## src/rtl/dqsw_wrlvl_sweep_ctrl.sv

```systemverilog
`timescale 1ns/1ps
// -----------------------------------------------------------------------------
// dqsw_wrlvl_sweep_ctrl
//
// Write-leveling sweep controller for one DQSW training lane. Starting from
// tap 0 it steps the lane IOD dynamic delay line one tap at a time. At each
// tap it waits for the line to settle, then takes a burst of RX_DATA samples.
// It reports the first tap where the feedback goes stable-0 -> stable-1, which
// is the point where DQS aligns with the CK edge. All logic runs on the rising
// edge of FAB_CLK.
//
// Ports
//   FAB_CLK                    in   fabric clock
//   ARST_N                     in   asynchronous active-low reset
//   START                      in   1-cycle sweep request (ignored while BUSY)
//   BUSY                       out  sweep in progress
//   DONE                       out  edge found; held until the next START
//   FAIL                       out  no edge found; held until the next START
//   EDGE_TAP                   out  tap of the detected edge, valid while DONE
//   TAP_COUNT                  out  current delay-line tap
//   RX_DATA_0                  in   IOD deserialised feedback sample pair
//   DELAY_LINE_OUT_OF_RANGE_0  in   IOD delay-line range flag
//   DELAY_LINE_LOAD_0          out  1-cycle pulse that reloads the line to tap 0
//   DELAY_LINE_MOVE_0          out  1-cycle step pulse
//   DELAY_LINE_DIRECTION_0     out  step direction, 1 = increment
//   EYE_MONITOR_CLEAR_FLAGS_0  out  1-cycle clear, coincident with LOAD
// -----------------------------------------------------------------------------
module dqsw_wrlvl_sweep_ctrl #(
    parameter int MAX_TAPS      = 128,
    parameter int TAP_W         = 7,
    parameter int SETTLE_CYCLES = 8,
    parameter int SAMPLE_COUNT  = 4
) (
    input  logic             FAB_CLK,
    input  logic             ARST_N,
    input  logic             START,
    output logic             BUSY,
    output logic             DONE,
    output logic             FAIL,
    output logic [TAP_W-1:0] EDGE_TAP,
    output logic [TAP_W-1:0] TAP_COUNT,
    input  logic [1:0]       RX_DATA_0,
    input  logic             DELAY_LINE_OUT_OF_RANGE_0,
    output logic             DELAY_LINE_LOAD_0,
    output logic             DELAY_LINE_MOVE_0,
    output logic             DELAY_LINE_DIRECTION_0,
    output logic             EYE_MONITOR_CLEAR_FLAGS_0
);

    // The phase counter times both SETTLE and SAMPLE, so it is sized for the
    // longer of the two.
    localparam int PH_MAX = (SETTLE_CYCLES > SAMPLE_COUNT) ? SETTLE_CYCLES : SAMPLE_COUNT;
    localparam int PH_W   = (PH_MAX > 1) ? $clog2(PH_MAX) : 1;
    localparam int SC_W   = $clog2(SAMPLE_COUNT + 1);

    localparam logic [PH_W-1:0]  SETTLE_LAST = PH_W'(SETTLE_CYCLES - 1);
    localparam logic [PH_W-1:0]  SAMPLE_LAST = PH_W'(SAMPLE_COUNT - 1);
    localparam logic [SC_W-1:0]  SAMPLE_ALL  = SC_W'(SAMPLE_COUNT);
    localparam logic [TAP_W-1:0] TAP_LAST    = TAP_W'(MAX_TAPS - 1);

    typedef enum logic [2:0] {
        ST_IDLE,
        ST_LOAD,
        ST_SETTLE,
        ST_SAMPLE,
        ST_EVAL,
        ST_MOVE,
        ST_DONE,
        ST_FAIL
    } state_t;

    state_t           state_q;
    state_t           state_d;
    logic [PH_W-1:0]  phase_cnt;
    logic [SC_W-1:0]  ones_cnt;
    logic [SC_W-1:0]  zeros_cnt;
    logic             seen_zero;
    logic [TAP_W-1:0] tap_q;
    logic [TAP_W-1:0] edge_q;

    // Per-tap verdict, meaningful only in EVAL when the sample burst is complete.
    logic tap_one;
    logic tap_zero;

    assign tap_one  = (ones_cnt  == SAMPLE_ALL);
    assign tap_zero = (zeros_cnt == SAMPLE_ALL);

    // -------------------------------------------------------------------------
    // Next-state and output decode
    // -------------------------------------------------------------------------
    // NOTE: every output of this block gets a default before the case, so no
    // path leaves a signal unassigned and no latch is inferred.
    always_comb begin
        state_d                   = state_q;
        BUSY                      = 1'b0;
        DONE                      = 1'b0;
        FAIL                      = 1'b0;
        DELAY_LINE_LOAD_0         = 1'b0;
        DELAY_LINE_MOVE_0         = 1'b0;
        DELAY_LINE_DIRECTION_0    = 1'b0;
        EYE_MONITOR_CLEAR_FLAGS_0 = 1'b0;

        case (state_q)
            ST_IDLE: begin
                if (START) state_d = ST_LOAD;
            end
            ST_LOAD: begin
                BUSY                      = 1'b1;
                DELAY_LINE_LOAD_0         = 1'b1;
                DELAY_LINE_DIRECTION_0    = 1'b1;
                EYE_MONITOR_CLEAR_FLAGS_0 = 1'b1;
                state_d                   = ST_SETTLE;
            end
            ST_SETTLE: begin
                BUSY                   = 1'b1;
                DELAY_LINE_DIRECTION_0 = 1'b1;
                if (phase_cnt == SETTLE_LAST) state_d = ST_SAMPLE;
            end
            ST_SAMPLE: begin
                BUSY                   = 1'b1;
                DELAY_LINE_DIRECTION_0 = 1'b1;
                if (phase_cnt == SAMPLE_LAST) state_d = ST_EVAL;
            end
            ST_EVAL: begin
                BUSY                   = 1'b1;
                DELAY_LINE_DIRECTION_0 = 1'b1;
                if (DELAY_LINE_OUT_OF_RANGE_0)  state_d = ST_FAIL;
                else if (tap_one && seen_zero)  state_d = ST_DONE;
                else if (tap_q == TAP_LAST)     state_d = ST_FAIL;
                else                            state_d = ST_MOVE;
            end
            ST_MOVE: begin
                // Direction stays high through MOVE so the IOD sees it stable
                // on both sides of the step pulse.
                BUSY                   = 1'b1;
                DELAY_LINE_MOVE_0      = 1'b1;
                DELAY_LINE_DIRECTION_0 = 1'b1;
                state_d                = ST_SETTLE;
            end
            ST_DONE: begin
                DONE = 1'b1;
                if (START) state_d = ST_LOAD;
            end
            ST_FAIL: begin
                FAIL = 1'b1;
                if (START) state_d = ST_LOAD;
            end
            default: state_d = ST_IDLE;
        endcase
    end

    // -------------------------------------------------------------------------
    // State register
    // -------------------------------------------------------------------------
    // NOTE: sequential state uses non-blocking assignments so every register
    // samples pre-edge values regardless of statement order.
    always_ff @(posedge FAB_CLK or negedge ARST_N) begin
        if (!ARST_N) state_q <= ST_IDLE;
        else         state_q <= state_d;
    end

    // -------------------------------------------------------------------------
    // Sweep datapath: phase timer, sample tallies, tap tracking
    // -------------------------------------------------------------------------
    always_ff @(posedge FAB_CLK or negedge ARST_N) begin
        if (!ARST_N) begin
            phase_cnt <= '0;
            ones_cnt  <= '0;
            zeros_cnt <= '0;
            seen_zero <= 1'b0;
            tap_q     <= '0;
            edge_q    <= '0;
        end else begin
            case (state_q)
                ST_LOAD: begin
                    phase_cnt <= '0;
                    tap_q     <= '0;
                    seen_zero <= 1'b0;
                end
                ST_SETTLE: begin
                    // Tallies are cleared here so each tap starts a fresh burst.
                    ones_cnt  <= '0;
                    zeros_cnt <= '0;
                    if (phase_cnt == SETTLE_LAST) phase_cnt <= '0;
                    else                          phase_cnt <= phase_cnt + 1'b1;
                end
                ST_SAMPLE: begin
                    // Mixed 01/10 samples count toward neither tally, so the
                    // tap can only be judged stable if every sample agrees.
                    if (RX_DATA_0 == 2'b11) ones_cnt  <= ones_cnt + 1'b1;
                    if (RX_DATA_0 == 2'b00) zeros_cnt <= zeros_cnt + 1'b1;
                    if (phase_cnt == SAMPLE_LAST) phase_cnt <= '0;
                    else                          phase_cnt <= phase_cnt + 1'b1;
                end
                ST_EVAL: begin
                    if (tap_zero) seen_zero <= 1'b1;
                    if (!DELAY_LINE_OUT_OF_RANGE_0 && tap_one && seen_zero)
                        edge_q <= tap_q;
                end
                ST_MOVE: begin
                    // EVAL never routes here from the last tap, so this cannot wrap.
                    phase_cnt <= '0;
                    tap_q     <= tap_q + 1'b1;
                end
                default: ;
            endcase
        end
    end

    assign TAP_COUNT = tap_q;
    assign EDGE_TAP  = edge_q;

endmodule

```

## config.mk

```make
export PLATFORM = sky130hd
export DESIGN_NAME = dqsw_wrlvl_sweep_ctrl
export DESIGN_NICKNAME = d
export VERILOG_FILES = /design/src/rtl/dqsw_wrlvl_sweep_ctrl.sv
export SDC_FILE = /design/constraint.sdc
export NUM_CORES = 1
export LEC_CHECK = 0
export CORE_UTILIZATION = 30
export DETAILED_ROUTE_END_ITERATION = 16
export SLEW_MARGIN = 5
export SYNTH_ARGS = -nofsm -noshare
export SYNTH_HDL_FRONTEND = slang
export SYNTH_SLANG_ARGS = --single-unit
export TNS_END_PERCENT = 30
```

## constraint.sdc

```tcl
create_clock -name FAB_CLK -period 1.9 [get_ports FAB_CLK]
set_clock_uncertainty 0.05 [all_clocks]
set_input_delay 0.38 -clock FAB_CLK [delete_from_list [all_inputs] [get_ports FAB_CLK]]
set_output_delay 0.38 -clock FAB_CLK [all_outputs]
set_load 0.02 [all_outputs]
```

After elaboration in Yosys (flattened, before gate mapping)
Index checks and enable logic that the tools add are counted.
{"block": "totals", "regBits": 27, "inputBits": 6, "out_inout_bits": 21, "word_cells": 70}
{"block": "classes", "add_sub_neg": 4, "eq_ne": 19, "mux": 22, "reduce_logical": 18}
{"cell": "3-bit equality test, second input constant", "n": 7}
{"cell": "3-bit 2-to-1 mux", "n": 7}
{"cell": "3-bit one-hot mux with 5 select lines", "n": 1}
{"cell": "7-bit one-hot mux with 2 select lines", "n": 1}
{"cell": "3-bit one-hot mux with 2 select lines", "n": 2}
{"cell": "2-bit != test, second input constant", "n": 5}
{"cell": "3-bit by 1-bit adder with 3-bit output, second input constant", "n": 3}
{"cell": "3-bit by 2-bit equality test with 1-bit output, second input constant", "n": 3}
{"cell": "3-bit one-hot mux with 3 select lines", "n": 1}
{"cell": "2-bit AND reduction", "n": 4}
{"cell": "7-bit by 1-bit adder with 7-bit output, second input constant", "n": 1}
{"cell": "7-bit equality test, second input constant", "n": 1}
{"cell": "1-bit 2-to-1 mux", "n": 6}
{"cell": "2-bit 2-to-1 mux", "n": 3}
{"cell": "2-bit nonzero test", "n": 3}
{"cell": "5-bit OR reduction", "n": 1}
{"cell": "3-bit by 1-bit equality test with 1-bit output, second input constant", "n": 1}
{"cell": "1-bit logical AND", "n": 3}
{"cell": "3-bit zero test", "n": 1}
{"cell": "3-bit AND reduction", "n": 1}
{"cell": "3-bit nonzero test", "n": 1}
{"cell": "3-bit OR reduction", "n": 1}
{"cell": "2-bit equality test, second input constant", "n": 1}
{"cell": "2-bit zero test", "n": 1}
{"cell": "4 further kinds", "n": 4}

Longest topological paths before layout
Gate-level depths: netlist (run 1).
{"block": "depth", "word_depth": 5, "ltp_mapped": 6, "mapped_depth_nobuf": 6}

Least setup slack after synthesis (run 1)
OpenSTA, ideal clock, no wires.
{"block": "synth_path", "kind": "reg-to-output", "from": "reg state_q[2]", "to": "out DELAY_LINE_DIRECTION_0", "arrival_ns": 1.517, "t_required_ns": 1.470, "slack_ns": -0.047, "path_stages_with_launch": 6, "path_buffers": 3, "path_cell_list": "dfrtp_1 clkbuf_1 clkbuf_1 nor2_1 a21oi_1 buf_4"}
{"block": "synth_between", "elab_chain_cells": 3, "elab_cells_between_ends": 7, "cone_classes": "eq/ne: 5; mux: 1; reduce/logical: 1"}
{"item": "start, declared", "line_no": "72", "rtl": "state_t state_q;"}
{"item": "start signal, assigned", "line_no": "159", "rtl": "else state_q <= state_d;"}
{"item": "3-bit equality test (tied with other cells)"}
{"item": "5-bit OR reduction (no line) *"}
{"item": "1-bit 2-to-1 mux *"}
{"item": "end, declared", "line_no": "46", "rtl": "output logic DELAY_LINE_DIRECTION_0,"}
Mark *: on every way between the ends. The rest lies on a longest branch, timed or not.

Worst setup path after layout (run 1)
{"block": "layout_path", "from": "reg state_q[1]", "to": "out DELAY_LINE_LOAD_0"}
{"block": "layout_between", "elab_chain_cells": 2}
{"item": "3-bit by 1-bit equality test with 1-bit output", "line_no": "103", "rtl": "case (state_q)"}
{"item": "1-bit 2-to-1 mux", "line_no": "103"}
{"item": "end, declared", "line_no": "44", "rtl": "output logic DELAY_LINE_LOAD_0,"}
No other way between the ends.

==> results.ini, run 1 <==
[sta]
timing.slew.headroom_pct=76.57
final_max_slew_viol_count=0
min_period_ns=1.833
rsz0062_at_grt=true
tightest_slew_ns=0.3501
tns_ns=0
fmax_mhz=545.6
finalSetupViolations=0
fin_crit_sh_pct=96.47
hold_violations=0

[route]
drt_iter0_drc=36
drt-vias-per-instance=4.535
wl_mm=2.975
ant_nets=0
via_count=1161
wl_per_cell_microns=11.62
dr.pass1.iters=4
drcViolationCount=0

[power_and_ir_drop]
power_frac_comb_pct=44.8
finalPower_mw=2.007
power.density_nw_per_um2=1047
internal_power_mw=1.209
leakagePower_nw=0.8890
swShare_pct=39.77
seq_power_share_pct=38.0
ir_drop_mv=0.6057
p_switching_uw=798.2
clockPowerShare_pct=17.1

[yosys]
synth_top_area_share_pct=45.76
yosys_warnings=0
synth.distinct_cells=26
syn_area_per_cell_sq_um=9.650
ys_ff_latch=27
synth_area_sq_um=1476
syn_nets=168
netlist_instances=153
synth_largest_area_cell=dfrtp_1
synth-seq-area-share_pct=45.76
ys_top_cells_by_area=dfrtp_1 (46%), mux2_2 (8.4%), ha_1 (7.6%)

[run_status]
status=complete, no violations

[floorplan]
rows=25
die_w_microns=72.15
core_sq_um=4723
dieArea_sq_um=5206
io_pins=27
start_util_pct=31.26
die_height_microns=72.15

[clocking]
cts.sinks=27
cts-htree-levels=1
cts_tree=yes
cts_made_buffers=3
postCtsSetupBuffers=0
clk_latency_ns=0.28
clkTransAtPathRegs_ns=0.10
cts-root-buf=clkbuf_8
cts_buffer_depth=2

[worst_setup_path]
cp.arrival_ns=1.40
crit_type=reg -> out
critPathSlowestCell=dfrtp_1
worstReg2RegStart=state_q[0]
path_delay_family=flip-flops
cp-end-kind=output port
critPathBufInv=1
required_ns=1.47
startpoint=state_q[1]
slowest_delay_ns=0.41
cp-start-kind=flip-flop
path_cells=nand2b_1 > nor2_1 > dlygate4sd2_1
cp_max_fo=5

[place]
port_buffers=26
dpl_cell_area_sq_um=1887
hpwl_mm=2.244
gp_congestion=0.7504

[finish]
syn_to_final_growth_pct=29.92
drive_gt1_share_pct=18.52
postLayoutCoreUtil_pct=40.61
stdcell_area_sq_um=1918
fill_cells=474
antenna_cells=0
nets=205

[grt]
grt_max_degree=28
grt_pass1_vias=1064
grt_pass1_wl_mm=4.933
grt_usage_pct=12.10
grt_overflow_total=0
antenna_found_initial=0

[job]
cap_violations=0

[worst_hold_path]
min_path_type=in -> async

==> what timing repair did <==
action                                  4_1_cts  5_1_grt
pin swaps                                     0        0
gates cloned                                  0        0
resized for setup                             8        7
endpoints found under the setup margin        7        5
hold buffers                                  0        0
==> metal layers <==
layer	vias to the layer above	part of all wire [%]	GRT usage, %
li1	605	-	-
met1	534	46	14.82
met2	20	49	21.29
met3	2	4.2	3.611
met4	0	0.54	1.961
met5	-	0	0
==> state kept, by name, summed over array words and instances, names as in the netlist <==
name / flops
state_q: 3
TAP_COUNT: 7
EDGE_TAP: 7
seen_zero: 1
ones_cnt: 3
zeros_cnt: 3
phase_cnt: 3
==> cell families (layout without fill, tap and decap cells) <==
group / count (synthesis) / in the layout / synth area share [%]
adder cells (fa/ha/maj): 9 / 9 / 7.627
buffers and inverters: 15 / 51 / 4.406
AO/OA/AOI/OAI: 30 / 30 / 12.20
multiplexers: 14 / 14 / 10.42
flip-flops: 27 / 27 / 45.76
AND/OR/NAND/NOR: 58 / 58 / 19.58
==> placed cells by master, fill, tap and decap left out, types with 2 or more instances in the layout <==
master,netlist,layout
and3_1,4,4
o21ai_0,13,13
a21oi_1,8,7
nand2_1,21,21
clkdlybuf4s50_1,0,19
buf_4,2,13
inv_1,8,8
clkbuf_2,0,3
clkbuf_8,0,3
dlygate4sd2_1,0,3
dfrtp_1,27,26
nor2b_1,4,4
mux2i_1,3,3
a22o_1,5,5
nand2b_1,2,2
nor3_1,4,4
nor2_1,11,11
ha_1,9,9
mux2_2,11,11
nand3_1,8,8
==> metrics by stage <==
step | hold WS (ns) | worst slack, ns | cells
after floorplan | 0.03441 | 0.08427 | 153
after global placement | 0.4386 | 0.05941 | 252
after detailed placement | 0.4409 | 0.04051 | 252
after CTS | 0.4212 | -0.003065 | 256
after global routing | 0.4469 | -0.03032 | 256
final | 0.4066 | 0.06713 | 256
==> final timing paths <==
path                                     endpoint  slack, ns  cells past startpoint
worst max register to register        EDGE_TAP[2]       0.17                      5
worst min-delay path                  EDGE_TAP[1]       0.41                      2
max in group asynchronous              state_q[2]       1.11                      2
min in group FAB_CLK                 phase_cnt[0]       0.45                      1
worst min register to register       phase_cnt[0]       0.45                      1
worst max-delay path            DELAY_LINE_LOAD_0       0.07                      3
==> cell usage after synthesis <==
cell type and number:
nand4b_1 1, buf_4 2, mux2_2 11, and3_1 4
nor2_1 11, mux2i_1 3, a21oi_1 8, a22o_1 5
a311oi_1 1, nor3_1 4, nand2b_1 2, a221oi_1 1
o211ai_1 1, nor4_4 1, or2_4 1, clkbuf_1 4
ha_1 9, dfrtp_1 27, nand2_1 21, nor2b_1 4
nand3b_1 1, inv_1 8, a31oi_1 1, o21ai_0 13
nand3_1 8, buf_2 1
==> power by group through the flow <==
stage	registers, mW	logic (mW)	clock network [mW]
after global routing	0.784	1.01	0.377
after detailed placement	0.775	0.953	0
final	0.764	0.900	0.344
after CTS	0.765	0.921	0.359
after floorplan	0.750	0.611	0
after global placement	0.770	0.942	0
==> layout make-up <==
type	instances	area (sq um)	area share (%)
repair buffers	39	339.1	17.68
inverters	8	30.03	1.566
multi-input cells	111	739.5	38.55
clock inverters	1	7.507	0.3914
well taps	67	83.83	4.371
flip-flops and latches	27	676.9	35.29
clock buffers	3	41.29	2.153
Power figures use the tool's default switching activity.
==> run 2: changes to the inputs <==
--- a/config.mk
+++ b/config.mk
@@ -6,6 +6,7 @@
 export NUM_CORES = 1
 export LEC_CHECK = 0
 export CORE_UTILIZATION = 30
+export CTS_BUF_LIST = sky130_fd_sc_hd__clkbuf_4
 export DETAILED_ROUTE_END_ITERATION = 16
 export SLEW_MARGIN = 5
 export SYNTH_ARGS = -nofsm -noshare
==> run 2 against run 1 <==
Setup slack lost 0.025 ns. Cell count grew 0.78%. Largest power group unchanged. Via count is the same. Largest cell class unchanged.
==> results.ini, run 2 (synthesized netlist as in run 1, its figures left out) <==
[power_and_ir_drop]
power.density_nw_per_um2=1024  ; was 1047 nW/um^2
swShare_pct=40.73  ; was 39.77%
ir_drop_mv=0.6192  ; was 0.6057 mV
internal_power_mw=1.180  ; was 1.209 mW
power_frac_comb_pct=48.5  ; was 44.8%
clockPowerShare_pct=13.3  ; was 17.1%
seq_power_share_pct=38.2  ; was 38.0%
leakagePower_nw=0.9557  ; was 0.8890 nW
p_switching_uw=811.2  ; was 798.2 uW

[grt]
grt_pass1_vias=1077  ; was 1,064
grt_usage_pct=12.16  ; was 12.10%
grt_overflow_total=0  ; unchanged
grt_max_degree=28  ; unchanged
antenna_found_initial=0  ; unchanged
grt_pass1_wl_mm=4.961  ; was 4.933 mm

[finish]
layout_common_cells=dfrtp_1 (24), nand2_1 (21), buf_4 (16), clkdlybuf4s50_1 (14), o21ai_0 (13)  ; was dfrtp_1 (26), nand2_1 (21), clkdlybuf4s50_1 (19), o21ai_0 (13), buf_4 (13)
stdcell_area_sq_um=1944  ; was 1918 sq um
antenna_cells=0  ; unchanged
nets=207  ; was 205
drive_gt1_share_pct=24.08  ; was 18.52%
final_common_cell=dfrtp_1  ; unchanged
layout.cells.non_filler=258  ; was 256
syn_to_final_growth_pct=31.69  ; was 29.92%

[worst_setup_path]
cp.arrival_ns=1.43  ; was 1.40 ns
worstReg2RegStart=state_q[0]  ; unchanged
cp-start-kind=flip-flop  ; unchanged
cp_max_fo=3  ; was 5
crit_type=reg -> out  ; unchanged
cp-end-kind=output port  ; unchanged
r2r_slack_ns=0.07  ; was 0.17 ns
reg2reg_depth=6  ; was 5
required_ns=1.47  ; about the same
r2r-end=EDGE_TAP[2]  ; unchanged

[place]
dpl_cell_area_sq_um=1887  ; unchanged
port_buffers=26  ; unchanged
hpwl_mm=2.244  ; unchanged
place_inst=252  ; unchanged
gp_congestion=0.7504  ; unchanged

[clocking]
cts_buffer_depth=2  ; unchanged
clkTransAtPathRegs_ns=0.16  ; was 0.10 ns
clk_latency_ns=0.34  ; was 0.28 ns
cts_made_buffers=3  ; unchanged
cts-htree-levels=1  ; unchanged
cts_tree=yes  ; unchanged
cts.sinks=27  ; unchanged
ctsHoldBuffers=0  ; unchanged
cts-root-buf=clkbuf_4  ; was clkbuf_8

[sta]
tightest_slew_ns=0.3565  ; was 0.3501 ns
finalSetupViolations=0  ; unchanged
fmax_mhz=538.3  ; was 545.6 MHz
rsz0062_at_grt=true  ; unchanged
fin_crit_sh_pct=97.76  ; was 96.47%
timing.slew.headroom_pct=76.23  ; was 76.57%
hold_violations=0  ; unchanged
final_max_slew_viol_count=0  ; unchanged
min_period_ns=1.858  ; was 1.833 ns

[floorplan]
rows=25  ; unchanged
core_sq_um=4723  ; unchanged
dieArea_sq_um=5206  ; unchanged
die_height_microns=72.15  ; unchanged
start_util_pct=31.26  ; unchanged
io_pins=27  ; unchanged
die_w_microns=72.15  ; unchanged

[route]
drt-vias-per-instance=4.500  ; was 4.535
wl_per_cell_microns=11.62  ; about the same
ant_nets=0  ; unchanged
drcViolationCount=0  ; unchanged
drt_iter0_drc=44  ; was 36
dr.pass1.iters=4  ; unchanged
via_count=1161  ; unchanged
wl_mm=2.997  ; was 2.975 mm

[job]
cap_violations=0  ; unchanged

[worst_hold_path]
min_path_type=in -> async  ; unchanged

[run_status]
status=complete, no violations  ; unchanged

-- run 2: cell type report --
class                   instances  area [sq um]
well taps                      67         83.83
multi-input cells             111         754.5
clock inverters                 1         7.507
repair buffers                 41         366.6
clock buffers                   3         22.52
inverters                       8         30.03
fillers                       475          2779
flip-flops and latches         27         679.4
-- run 2: per-layer routing --
layer | GRT usage, % | share of wire (%) | wire (microns) | vias up
met5 | 0 | 0 | 0 | -
li1 | - | - | - | 609
met2 | 21.91 | 50 | 1485 | 20
met1 | 14.47 | 45 | 1362 | 530
met4 | 1.961 | 0.53 | 16 | 0
met3 | 3.611 | 4.4 | 133 | 2
-- run 2: repair_timing --
| item | in CTS | in global routing |
|---|---|---|
| resized for setup | 15 | 22 |
| buffers inserted | 1 | 1 |
| endpoints found under the setup margin | 8 | 15 |
-- run 2: worst max-delay path: stages (launching register included) --
cell and delay [ns]:
dfrtp_1 0.41, buf_4 0.14, or2_4 0.26, nor2_4 0.08
a21oi_2 0.04, buf_2 0.16
-- run 2: worst max path at each step --
stage / from / to / slack (ns) / depth (start not counted)
final: state_q[0] / DELAY_LINE_DIRECTION_0 / 0.04 / 5
after global routing: state_q[0] / DELAY_LINE_DIRECTION_0 / -0.03 / 5
after global placement: state_q[2] / DELAY_LINE_MOVE_0 / 0.06 / 3
after CTS: state_q[0] / DELAY_LINE_DIRECTION_0 / -0.19 / 5
after floorplan: state_q[2] / DELAY_LINE_DIRECTION_0 / 0.08 / 5
after detailed placement: DELAY_LINE_OUT_OF_RANGE_0 / EDGE_TAP[2] / 0.04 / 4
-- run 2: power by group through the flow --
stage	logic, mW	registers (mW)	clock network (mW)
after floorplan	0.611	0.750	0
after global placement	0.942	0.770	0
final	0.965	0.761	0.266
after global routing	1.08	0.779	0.298
after detailed placement	0.953	0.775	0
after CTS	0.947	0.761	0.284
-- run 2: per-stage QoR --
step           total power, mW  util (%)  hold WS, ns  TNS [ns]  setup slack [ns]
3_3_place_gp             1.711     39.95       0.4386         0           0.05941
5_1_grt                  2.152     41.17       0.3593  -0.09688          -0.02957
6_report                 1.991     41.17       0.3339         0           0.04247
3_5_place_dp             1.728     39.95       0.4409         0           0.04051
4_1_cts                  1.992     40.72       0.3357   -0.3799           -0.1903
2_1_floorplan            1.360         -      0.03441         0           0.08427
==> run 3: changes to the inputs <==
--- a/config.mk
+++ b/config.mk
@@ -5,10 +5,11 @@
 export SDC_FILE = /design/constraint.sdc
 export NUM_CORES = 1
 export LEC_CHECK = 0
+export CAP_MARGIN = 0
 export CORE_UTILIZATION = 30
 export CTS_BUF_LIST = sky130_fd_sc_hd__clkbuf_4
 export DETAILED_ROUTE_END_ITERATION = 16
-export SLEW_MARGIN = 5
+export SLEW_MARGIN = 30
 export SYNTH_ARGS = -nofsm -noshare
 export SYNTH_HDL_FRONTEND = slang
 export SYNTH_SLANG_ARGS = --single-unit
==> results of run 3 <==
The final DEF is identical to that of run 2; final timing and power are the same.
==> patch (settings of run 3) <==
Make the reset (`ARST_N`) synchronous in 2 clocked blocks. Comments in the files are not updated.
--- a/src/rtl/dqsw_wrlvl_sweep_ctrl.sv
+++ b/src/rtl/dqsw_wrlvl_sweep_ctrl.sv
@@ -154,7 +154,7 @@
     // -------------------------------------------------------------------------
     // NOTE: sequential state uses non-blocking assignments so every register
     // samples pre-edge values regardless of statement order.
-    always_ff @(posedge FAB_CLK or negedge ARST_N) begin
+    always_ff @(posedge FAB_CLK) begin
         if (!ARST_N) state_q <= ST_IDLE;
         else         state_q <= state_d;
     end
@@ -162,7 +162,7 @@
     // -------------------------------------------------------------------------
     // Sweep datapath: phase timer, sample tallies, tap tracking
     // -------------------------------------------------------------------------
-    always_ff @(posedge FAB_CLK or negedge ARST_N) begin
+    always_ff @(posedge FAB_CLK) begin
         if (!ARST_N) begin
             phase_cnt <= '0;
             ones_cnt  <= '0;
Formal check against the unedited RTL: differs if ARST_N is asserted again (counterexample within 4 cycles, from zero or initial values and one cycle with ARST_N low); with ARST_N held inactive, the same outputs for 10 cycles.
==> patch against run 3 <==
Setup slack better by 48 ps. Highest routed layer unchanged. Largest cell class unchanged. Synthesized area up 2.3%. Global-route usage up 1.7 points. Routed wire length up 12%. Cell area down 0.84%. Sequential cell count unchanged. Fmax up 2.6%.
Power is not compared: it rests on default switching activity, and its combinational part moved more than twofold at a synthesized area within 25%.
==> patch: results (changes against run 3) <==
syn_nets: 203  # was 168
place_area_mm2: 0.00190  # was 0.00189 mm²
met1_usage_pct: 20.5  # was 14.5%
synth_adder_area_share_pct: 7.46  # was 7.63%
wire_per_inst_um: 11.7  # was 11.6 µm
crit_family: "buffers and inverters"  # was flip-flops
slowest_stage: "dfxtp_1"  # was dfrtp_1
postSynthAreaPerCell_um2: 8.03  # was 9.65 µm²
grt_util_met3_pct: 2.49  # was 3.61%
synth_area_leaders: "dfxtp_1, ha_1, nand3_1"  # was dfrtp_1, mux2_2, ha_1
nets: 234  # was 207
status: "completed"  # unchanged
fin_ws_ps: 90.2  # was 42.5 ps
async_reset_ff_share_pct: 0  # was 100%
synth_cell_types: 43  # was 26
relSlewSlack_pct: 74.6  # was 76.2%
vias: 1353  # was 1161
critPathMaxFanout: 5  # was 3
grt_pass1_vias: 1284  # was 1077
met2_usage_pct: 20.6  # was 21.9%
r2r_slack_ps: 250  # was 70 ps
arrival_ps: 1380  # was 1430 ps
dp_hpwl_mm: 2.34  # was 2.24 mm
track_usage_pct: 13.8  # was 12.2%
post-cts-setup-buffer-count: 0  # was 1
drive_above_1_share_pct: 11.0  # was 24.1%
stdcell_count: 285  # was 258
reg2reg_to: "ones_cnt[0]$_SDFFE_PN0P_"  # was EDGE_TAP[2]$_DFFE_PN0P_
synthTopCellsByCount: "dfxtp_1, nand2_1, nand3_1, o21ai_1"  # was dfrtp_1, nand2_1, o21ai_0, mux2_2, nor2_1
yosysSeqAreaShare_pct: 35.8  # was 45.8%
grt_max_degree: 37  # was 28
rr_worst_depth: 5  # was 6
[patch: repair_timing]
action,4_1_cts,5_1_grt
pin swaps,0,0
endpoints found under the setup margin,7,3
gates resized for setup,9,3
[patch: tightest hold or removal path: cells and delay by family, from the launching register on]
kind	cells	cell delay, ps
simple gates	1	50
compound gates	1	50
flops	1	340
[patch: per-layer routing]
metal  vias up  routed length, µm
li1        724                  -
met3         2                 85
met2        20               1400
met4         0                 24
met5         -                  0
met1       607               1840
[patch: kinds of logic after synthesis]
family,after synthesis
AO/OA/AOI/OAI,44
XOR/XNOR,2
buffers and inverters,22
AND/OR/NAND/NOR,82
multiplexers,2
adder cells (fa/ha/maj),9
flip-flops,27
[patch: area by class of cell]
type / instances / area, µm²
Clock buffer: 4 / 30.0
Fill cell: 495 / 2860
Inverter: 9 / 33.8
Multi-Input combinational cell: 139 / 868
Sequential cell: 27 / 543
Tap cell: 67 / 83.8
Timing Repair Buffer: 39 / 369
[patch: through the flow]
step                hold WS (ps)  utilization (%)
floorplan                    400                -
global placement             390             39.6
detailed placement           391             39.6
CTS                          410             40.1
global route                 428             40.3
finish                       404             40.3
[patch: power by group through the flow]
stage	sequential, mW	clock [mW]	combinational [mW]
floorplan	0.594	0	0.106
global placement	0.599	0	0.163
detailed placement	0.600	0	0.163
CTS	0.588	0.285	0.156
global route	0.590	0.296	0.172
finish	0.588	0.273	0.155
